==> config.mk <==
export PLATFORM = sky130hd
export DESIGN_NAME = pdm_capture
export DESIGN_NICKNAME = d
export VERILOG_FILES = /design/src/rtl/pdm_capture.sv
export SDC_FILE = /design/constraint.sdc
export NUM_CORES = 1
export LEC_CHECK = 0
export CORE_ASPECT_RATIO = 0.9
export CORE_MARGIN = 2
export CORE_UTILIZATION = 35
export DETAILED_ROUTE_END_ITERATION = 12
export PLACE_DENSITY = 0.65
export SLEW_MARGIN = 20
export SYNTH_ARGS = -nofsm -noshare
export SYNTH_HDL_FRONTEND = slang
export SYNTH_SLANG_ARGS = --single-unit
==> constraint.sdc <==
create_clock -name clk -period 3.96 [get_ports clk]
set_clock_uncertainty 0.2 [all_clocks]
set_input_delay 0.396 -clock clk [delete_from_list [all_inputs] [get_ports clk]]
set_output_delay 0.396 -clock clk [all_outputs]
set_load 0.03 [all_outputs]
==> src/rtl/pdm_capture.sv <==
// PDM microphone capture: generates the mic clock, counts ones over fixed windows
// and streams one saturated amplitude sample per window into a sample RAM.
module pdm_capture #(
  parameter int  CLK_FREQ     = 100,
  parameter int  MIC_FREQ     = 2500000,
  parameter int  RAM_SIZE     = 16384,
  parameter int  SAMPLE_COUNT = 128,
  localparam int ADDR_W       = $clog2(RAM_SIZE),
  localparam int SAMPLE_BITS  = $clog2(SAMPLE_COUNT)
) (
  input  logic                   clk,
  input  logic                   rst_n,
  input  logic                   start_capture,
  output logic                   m_clk,
  input  logic                   m_data,
  output logic [ADDR_W-1:0]      ram_wraddr,
  output logic [SAMPLE_BITS-1:0] ram_wrdata,
  output logic                   ram_we,
  output logic                   capture_active,
  output logic                   capture_done,
  output logic [15:0]            led
);

  localparam int HALF  = (CLK_FREQ * 1000000) / (2 * MIC_FREQ);
  localparam int CNT_W = (HALF > 1) ? $clog2(HALF) : 1;

  localparam logic [CNT_W-1:0]       HALF_LAST = CNT_W'(HALF - 1);
  localparam logic [SAMPLE_BITS-1:0] BIT_LAST  = SAMPLE_BITS'(SAMPLE_COUNT - 1);
  localparam logic [SAMPLE_BITS:0]   SAT_MAX   = (SAMPLE_BITS + 1)'(SAMPLE_COUNT - 1);
  localparam logic [ADDR_W-1:0]      ADDR_LAST = ADDR_W'(RAM_SIZE - 1);

  logic [CNT_W-1:0]       half_cnt_q, half_cnt_d;
  logic                   m_clk_q, m_clk_d;
  logic [1:0]             data_sync_q, data_sync_d;
  logic [2:0]             start_sync_q, start_sync_d;
  logic                   active_q, active_d;
  logic                   done_q, done_d;
  logic                   we_q, we_d;
  logic [ADDR_W-1:0]      addr_q, addr_d;
  logic [SAMPLE_BITS-1:0] wrdata_q, wrdata_d;
  logic [SAMPLE_BITS-1:0] bit_cnt_q, bit_cnt_d;
  logic [SAMPLE_BITS:0]   ones_q, ones_d;
  logic [15:0]            led_q, led_d;

  logic                   half_wrap;
  logic                   bit_event;
  logic                   start;
  logic [SAMPLE_BITS:0]   ones_sum;
  logic [SAMPLE_BITS-1:0] sample_val;
  logic [3:0]             addr_top;
  logic [15:0]            therm;

  always_comb begin
    half_wrap  = (half_cnt_q == HALF_LAST);
    // A bit event is the cycle on which m_clk is driven from 1 to 0
    bit_event  = half_wrap && m_clk_q;
    start      = start_sync_q[1] && !start_sync_q[2];
    ones_sum   = ones_q + (SAMPLE_BITS + 1)'(data_sync_q[1]);
    sample_val = (ones_sum > SAT_MAX) ? SAT_MAX[SAMPLE_BITS-1:0] : ones_sum[SAMPLE_BITS-1:0];
    addr_top   = addr_q[ADDR_W-1 -: 4];
    therm      = '0;
    for (int i = 0; i < 16; i++) begin
      therm[i] = (addr_top >= 4'(i));
    end
  end

  always_comb begin
    half_cnt_d   = half_wrap ? '0 : half_cnt_q + 1'b1;
    m_clk_d      = m_clk_q ^ half_wrap;
    data_sync_d  = {data_sync_q[0], m_data};
    start_sync_d = {start_sync_q[1:0], start_capture};
    active_d     = active_q;
    done_d       = 1'b0;
    we_d         = 1'b0;
    addr_d       = addr_q;
    wrdata_d     = wrdata_q;
    bit_cnt_d    = bit_cnt_q;
    ones_d       = ones_q;
    led_d        = led_q;

    if (start) begin
      // Restart wins over any in-flight window; a pending write still completes
      active_d  = 1'b1;
      addr_d    = '0;
      bit_cnt_d = '0;
      ones_d    = '0;
      led_d     = '0;
    end else begin
      if (we_q) begin
        if (addr_q == ADDR_LAST) begin
          addr_d   = '0;
          active_d = 1'b0;
          done_d   = 1'b1;
          led_d    = '1;
        end else begin
          addr_d = addr_q + 1'b1;
          led_d  = therm;
        end
      end else if (active_q) begin
        led_d = therm;
      end

      if (active_q && bit_event) begin
        if (bit_cnt_q == BIT_LAST) begin
          wrdata_d  = sample_val;
          we_d      = 1'b1;
          bit_cnt_d = '0;
          ones_d    = '0;
        end else begin
          bit_cnt_d = bit_cnt_q + 1'b1;
          ones_d    = ones_sum;
        end
      end
    end
  end

  always_ff @(posedge clk or negedge rst_n) begin
    if (!rst_n) begin
      half_cnt_q   <= '0;
      m_clk_q      <= 1'b0;
      data_sync_q  <= '0;
      start_sync_q <= '0;
      active_q     <= 1'b0;
      done_q       <= 1'b0;
      we_q         <= 1'b0;
      addr_q       <= '0;
      wrdata_q     <= '0;
      bit_cnt_q    <= '0;
      ones_q       <= '0;
      led_q        <= '0;
    end else begin
      half_cnt_q   <= half_cnt_d;
      m_clk_q      <= m_clk_d;
      data_sync_q  <= data_sync_d;
      start_sync_q <= start_sync_d;
      active_q     <= active_d;
      done_q       <= done_d;
      we_q         <= we_d;
      addr_q       <= addr_d;
      wrdata_q     <= wrdata_d;
      bit_cnt_q    <= bit_cnt_d;
      ones_q       <= ones_d;
      led_q        <= led_d;
    end
  end

  assign m_clk          = m_clk_q;
  assign ram_wraddr     = addr_q;
  assign ram_wrdata     = wrdata_q;
  assign ram_we         = we_q;
  assign capture_active = active_q;
  assign capture_done   = done_q;
  assign led            = led_q;

endmodule

* Yosys cells after proc, flatten, opt, wreduce, memory -nomap -nowiden
Cells that the tools add are included.
** Operators by class
- Add/sub/neg operators :: 4
- $lt $le $gt $ge :: 17
- Eq/ne operators :: 3
- Mux-type cells :: 24
- Bitwise gates (word level) :: 2
- Reduce and logical (&&, ||, !) cells :: 10
** Operators by type and width (count)
- two-way mux 16 bit :: 4
- two-way mux 14 bit :: 3
- >= comparator 4 bit (second input constant) :: 8
- two-way mux 7 bit :: 4
- two-way mux 8 bit :: 3
- >= comparator 4 x 3 -> 1 bit (second input constant) :: 4
- adder 14 x 1 -> 14 bit (second input constant) :: 1
- == test 14 bit (second input constant) :: 1
- two-way mux 1 bit :: 9
- adder 8 x 1 -> 8 bit :: 1
- >= comparator 4 x 1 -> 1 bit (second input constant) :: 2
- >= comparator 4 x 2 -> 1 bit (second input constant) :: 2
- greater-than comparator 8 x 7 -> 1 bit (second input constant) :: 1
- adder 7 x 1 -> 7 bit (second input constant) :: 1
- == test 7 bit (second input constant) :: 1
- nonzero test 2 bit :: 3
- adder 5 x 1 -> 5 bit (second input constant) :: 1
- == test 5 bit (second input constant) :: 1
- two-way mux 5 bit :: 1
- logical AND 1 bit :: 3
- AND reduction 3 bit :: 1
- nonzero test 3 bit :: 1
- AND reduction 2 bit :: 1
- zero test 1 bit :: 1
- other kinds (2) :: 2
** Storage, ports and cells
- Flip-flop bits (word level) :: 66
- Bits of input ports :: 4
- Output and inout bits :: 41
- Logic and storage cells :: 72

* Logic depth before layout (Yosys ltp)
- Depth after elaboration :: 5
- Gate-level depth with buffers :: 8
- Mapped depth without buffers :: 8

* Least setup slack after synthesis
Ideal clock, no wire load.
- Path type :: reg2reg
- Start :: register half_cnt_q[0]
- End :: register wrdata_q[4], in the netlist ram_wrdata[4]
- Setup time :: 0.125 ns
- Arrival time :: 1.810 ns
- Setup slack :: 1.825 ns
- Cell stages (with the launch flop) :: 8
- Clock period less this slack :: 2.135 ns
- Cells stage by stage :: dfrtp_1 ha_1 nor3b_1 ha_1 nand2_1 nor4_4 and2_4 a21oi_1
** Between the ends
- Word-level cells in the longest chain between the ends :: 4
** Ends and longest elaborated chain
- start: declaration :: RTL line 32 : logic [CNT_W-1:0] half_cnt_q, half_cnt_d;
- start signal: assignment :: RTL line 132 : half_cnt_q <= half_cnt_d;
- == test 5 bit :: RTL line 54 : half_wrap = (half_cnt_q == HALF_LAST);
- logical AND 1 bit :: RTL line 56 : bit_event = half_wrap && m_clk_q;
- logical AND 1 bit :: RTL line 103 : if (active_q && bit_event) begin
- AND reduction 3 bit (no line)
- end signal: assignment :: RTL line 140 : wrdata_q <= wrdata_d;
- end: declaration :: RTL line 40 : logic [SAMPLE_BITS-1:0] wrdata_q, wrdata_d;
No other way between the ends.
A chain may end at the register's enable or synchronous reset.

* Final worst setup path
- Start :: register half_cnt_q[0]
- End :: register ones_q[2]
** Between the ends
- Word-level cells in the longest chain between the ends :: 4
** Ends and longest elaborated chain
- == test 5 bit :: RTL line 54
- logical AND 1 bit :: RTL line 56
- logical AND 1 bit :: RTL line 103
- nonzero test 2 bit (no line)
- end signal: assignment :: RTL line 142 : ones_q <= ones_d;
- end: declaration :: RTL line 42 : logic [SAMPLE_BITS:0] ones_q, ones_d;
No other way between the ends.

==> results by group <==
Run status
  • Status: finished, violations left
  • Violated checks: hold timing

STA
  • Hold Fails Final Rpt: 22
  • Endpoints failing setup: 0
  • Final Critical Period: roughly 2400 ps
  • Worst-Margin Slew: 905 ps
  • Crit share post-route: between 60% and 70%
  • Max-slew headroom: 39.7%
  • Slew Limit Fails: 0
  • Setup TNS: 0 ps
  • F_max: about 0.41 GHz
  • Fin worst setup slack: between 1500 and 2000 ps
  • RSZ-0062 raised after global routing: no
  • Hold_ws: -7.76 ps

Route
  • Final wirelength: 5910 um
  • Via density: 4.96
  • Iteration-0 DRC count of the detailed router: 76
  • Detail Route Antenna Nets: 0
  • WL/cell: around 13 um
  • # DRC: 0
  • Routed vias: between 2000 and 2500
  • DRT Pass-1 Iters: 4

Logic synthesis
  • Syn nets: between 200 and 300
  • Mapped Cells: roughly 290
  • #FFs+latches synth: 66
  • FFs w/ async S/R, synth: 100%
  • Post-synth EDFFs: 0
  • Yosys warns: 0
  • Share of the yosys chip area belonging to registers: a little under three fifths
  • Number of distinct library cells after synthesis: 40
  • Syn Area/Cell: 10.1 sq um
  • Most used flip-flop cell after synthesis: dfrtp_1
  • Synth Cell Area: between 2000 and 3000 sq um

Clock network
  • Htree depth: 3
  • Reg clk slew, reported paths: roughly 70 ps
  • CTS tree: yes
  • Postcts setup bufs: 0
  • Clk Latency, worst-skew pair: ~340 ps
  • Root Driver: clkbuf_8
  • CTS sink count: 66
  • CTS max path bufs: 2
  • Total CTS buffers: 9
  • Post-CTS sizing: 0
  • Post-CTS Hold Buffers: 0

Floorplanning
  • Die width: ~100 um
  • Initial Utilization: 36.1%
  • Die height: around 90 um
  • Io pins: between 40 and 50
  • Die Area: 9030 sq um
  • Std cell rows: 31
  • Core Box Area: between 8000 and 9000 sq um

Final layout
  • Layout cell share with drive strength beyond 1: between 7 and 8%
  • Multi-input gate area: 1190 sq um
  • FF/Latch Area: between 1500 and 2000 sq um
  • Final Non-Filler Cells: approximately 440
  • Ant diodes: 0
  • Number of fill cells: around 740
  • Final #Nets: ~340
  • Fin area: around 3600 sq um
  • Synth-to-layout area growth: 24.9%

Job
  • Max-cap violation count: 0

Power and ir drop
  • P_leak: 1.55 nW
  • PwrDens: between 300 and 400 nW/um^2
  • Worst VDD drop: 0.169 mV

Placement
  • DP HPWL: ~4000 um
  • Gpl congestion: roughly 0.77
  • Pre-CTS WS: about 1500 ps
  • Input/output buffers: 44
  • Cells after DPL: between 400 and 500
  • Cell Area, Placed: roughly 3400 sq um

Worst setup path
  • CP endpoint kind: register
  • Worst reg-to-reg path cell count: 7
  • R2R Setup Slk: roughly 1500 ps
  • Worst-path maximum fanout: 5
  • RR Startpoint: half_cnt_q[0]$_DFF_PN0_
  • Worst endpoint data arrival time: ~2500 ps
  • Critical path required time: around 4000 ps
  • Setup crit start kind: register
  • Crit Path Category: reg2reg
  • Reg2reg end: ones_q[2]$_DFFE_PN0P_

Global routing
  • GRT overflow: 0
  • Global-route wire length before repair: between 10000 and 15000 um
  • Pin count of the biggest net entering global routing: just over 40
  • Initial antenna violation count: 0
  • All-layer global routing usage: around 14%
  • Vias in the first global route: 2088

Worst hold path
  • Tightest Hold Check Type: in2async
[worst max-delay path by stage]
stage,from,end,cells after the start
6_report,half_cnt_q[0]$_DFF_PN0_,ones_q[2]$_DFFE_PN0P_,7
5_1_grt,half_cnt_q[0]$_DFF_PN0_,ones_q[2]$_DFFE_PN0P_,7
4_1_cts,half_cnt_q[0]$_DFF_PN0_,ones_q[2]$_DFFE_PN0P_,7
3_5_place_dp,half_cnt_q[0]$_DFF_PN0_,ram_wrdata[1]$_DFFE_PN0P_,7
3_3_place_gp,half_cnt_q[0]$_DFF_PN0_,ram_wrdata[4]$_DFFE_PN0P_,7
2_1_floorplan,half_cnt_q[0]$_DFF_PN0_,ram_wrdata[4]$_DFFE_PN0P_,7
[area by class of cell]
type,instances,area share (%)
inverter,4,0.415
clock inverter,7,1.94
sequential,66,45.6
tap,99,3.42
clock buffer,9,3.42
timing repair buffer,45,12.2
multi-input combinational,208,32.9
[critical path, stage by stage, from the launching register on]
cell and delay [ps]:
dfrtp_1 370, ha_1 220, nor3b_1 350, ha_1 240
nand2_1 140, nor3_1 480, nand2_1 120, o21ai_0 210
[where the power goes]
group          leakage [nW]   total, W  switching [W]  internal, W
Clock                0.0990   0.000550       0.000261     0.000289
Combinational         0.561  0.0000304      0.0000245   0.00000583
Sequential            0.892   0.000679     0.00000179     0.000677
[synth_stat cells, types with 2 or more instances]
cell,n,area share [%]
xor2_1,13,3.9
o22a_1,2,0.60
a22o_1,4,1.2
dfrtp_1,66,57
nand3_1,10,1.7
nand4_1,7,1.5
inv_1,4,0.52
nand2_1,44,5.7
o31ai_1,2,0.52
nor2b_1,3,0.65
nor3_1,8,1.4
clkbuf_1,4,0.52
nor2_1,31,4.0
buf_2,5,0.86
o21ai_0,31,5.4
ha_1,6,2.6
xnor2_1,9,2.7
a21oi_1,11,1.9
and3_1,4,0.86
nand2b_1,3,0.65
[placed cells by master, fill, tap and decap left out, types with 2 or more instances in the layout]
cell type	synthesis	final
o31ai_1	2	2
nand2_1	44	44
inv_1	4	4
nand2b_1	3	3
clkbuf_8	0	9
nand4_1	7	7
o22a_1	2	2
clkinv_4	0	2
nor2_1	31	31
o21ai_0	31	31
and3_1	4	4
nand3_1	10	10
ha_1	6	6
clkinv_2	0	3
nor3_1	8	8
xor2_1	13	13
clkdlybuf4s50_1	0	43
dfrtp_1	66	66
a21oi_1	11	11
nor2b_1	3	3
xnor2_1	9	9
a22o_1	4	4
[kinds of logic (layout without fill, tap and decap cells)]
kind of cell,Yosys count,count (layout),share of synthesized area (%)
XOR/XNOR,22,22,6.65
flip-flops,66,66,57.0
AO/OA/AOI/OAI,57,57,11.5
multiplexers,1,1,0.345
AND/OR/NAND/NOR,122,122,20.1
buffers and inverters,13,65,1.90
adder cells (fa/ha/maj),6,6,2.59
[per-layer routing]
metal	routed length [um]	GRT usage [%]	share of wire [%]
met3	212	4.64	3.6
met1	3010	19.7	51
met5	0	0	0
met4	21	4.45	0.36
met2	2670	21.6	45
[through the flow]
stage	power, W	utilization (%)	hold WS (ps)
2_1_floorplan	0.000703	-	-99.6
3_3_place_gp	0.000724	42.7	131
3_5_place_dp	0.000724	42.7	143
4_1_cts	0.00128	45.1	19.1
5_1_grt	0.00131	45.1	63.5
6_report	0.00126	45.1	-7.76
[sequential cells by signal, indices dropped and copies added, names as in the netlist]
| register | flops |
|---|---|
| ones_q | 8 |
| led | 16 |
| data_sync_q | 2 |
| half_cnt_q | 5 |
| ram_wraddr | 14 |
| capture_done | 1 |
| ram_we | 1 |
| start_sync_q | 3 |
| m_clk | 1 |
| bit_cnt_q | 7 |
| capture_active | 1 |
| ram_wrdata | 7 |
No activity file was read; power rests on OpenSTA's default activity.
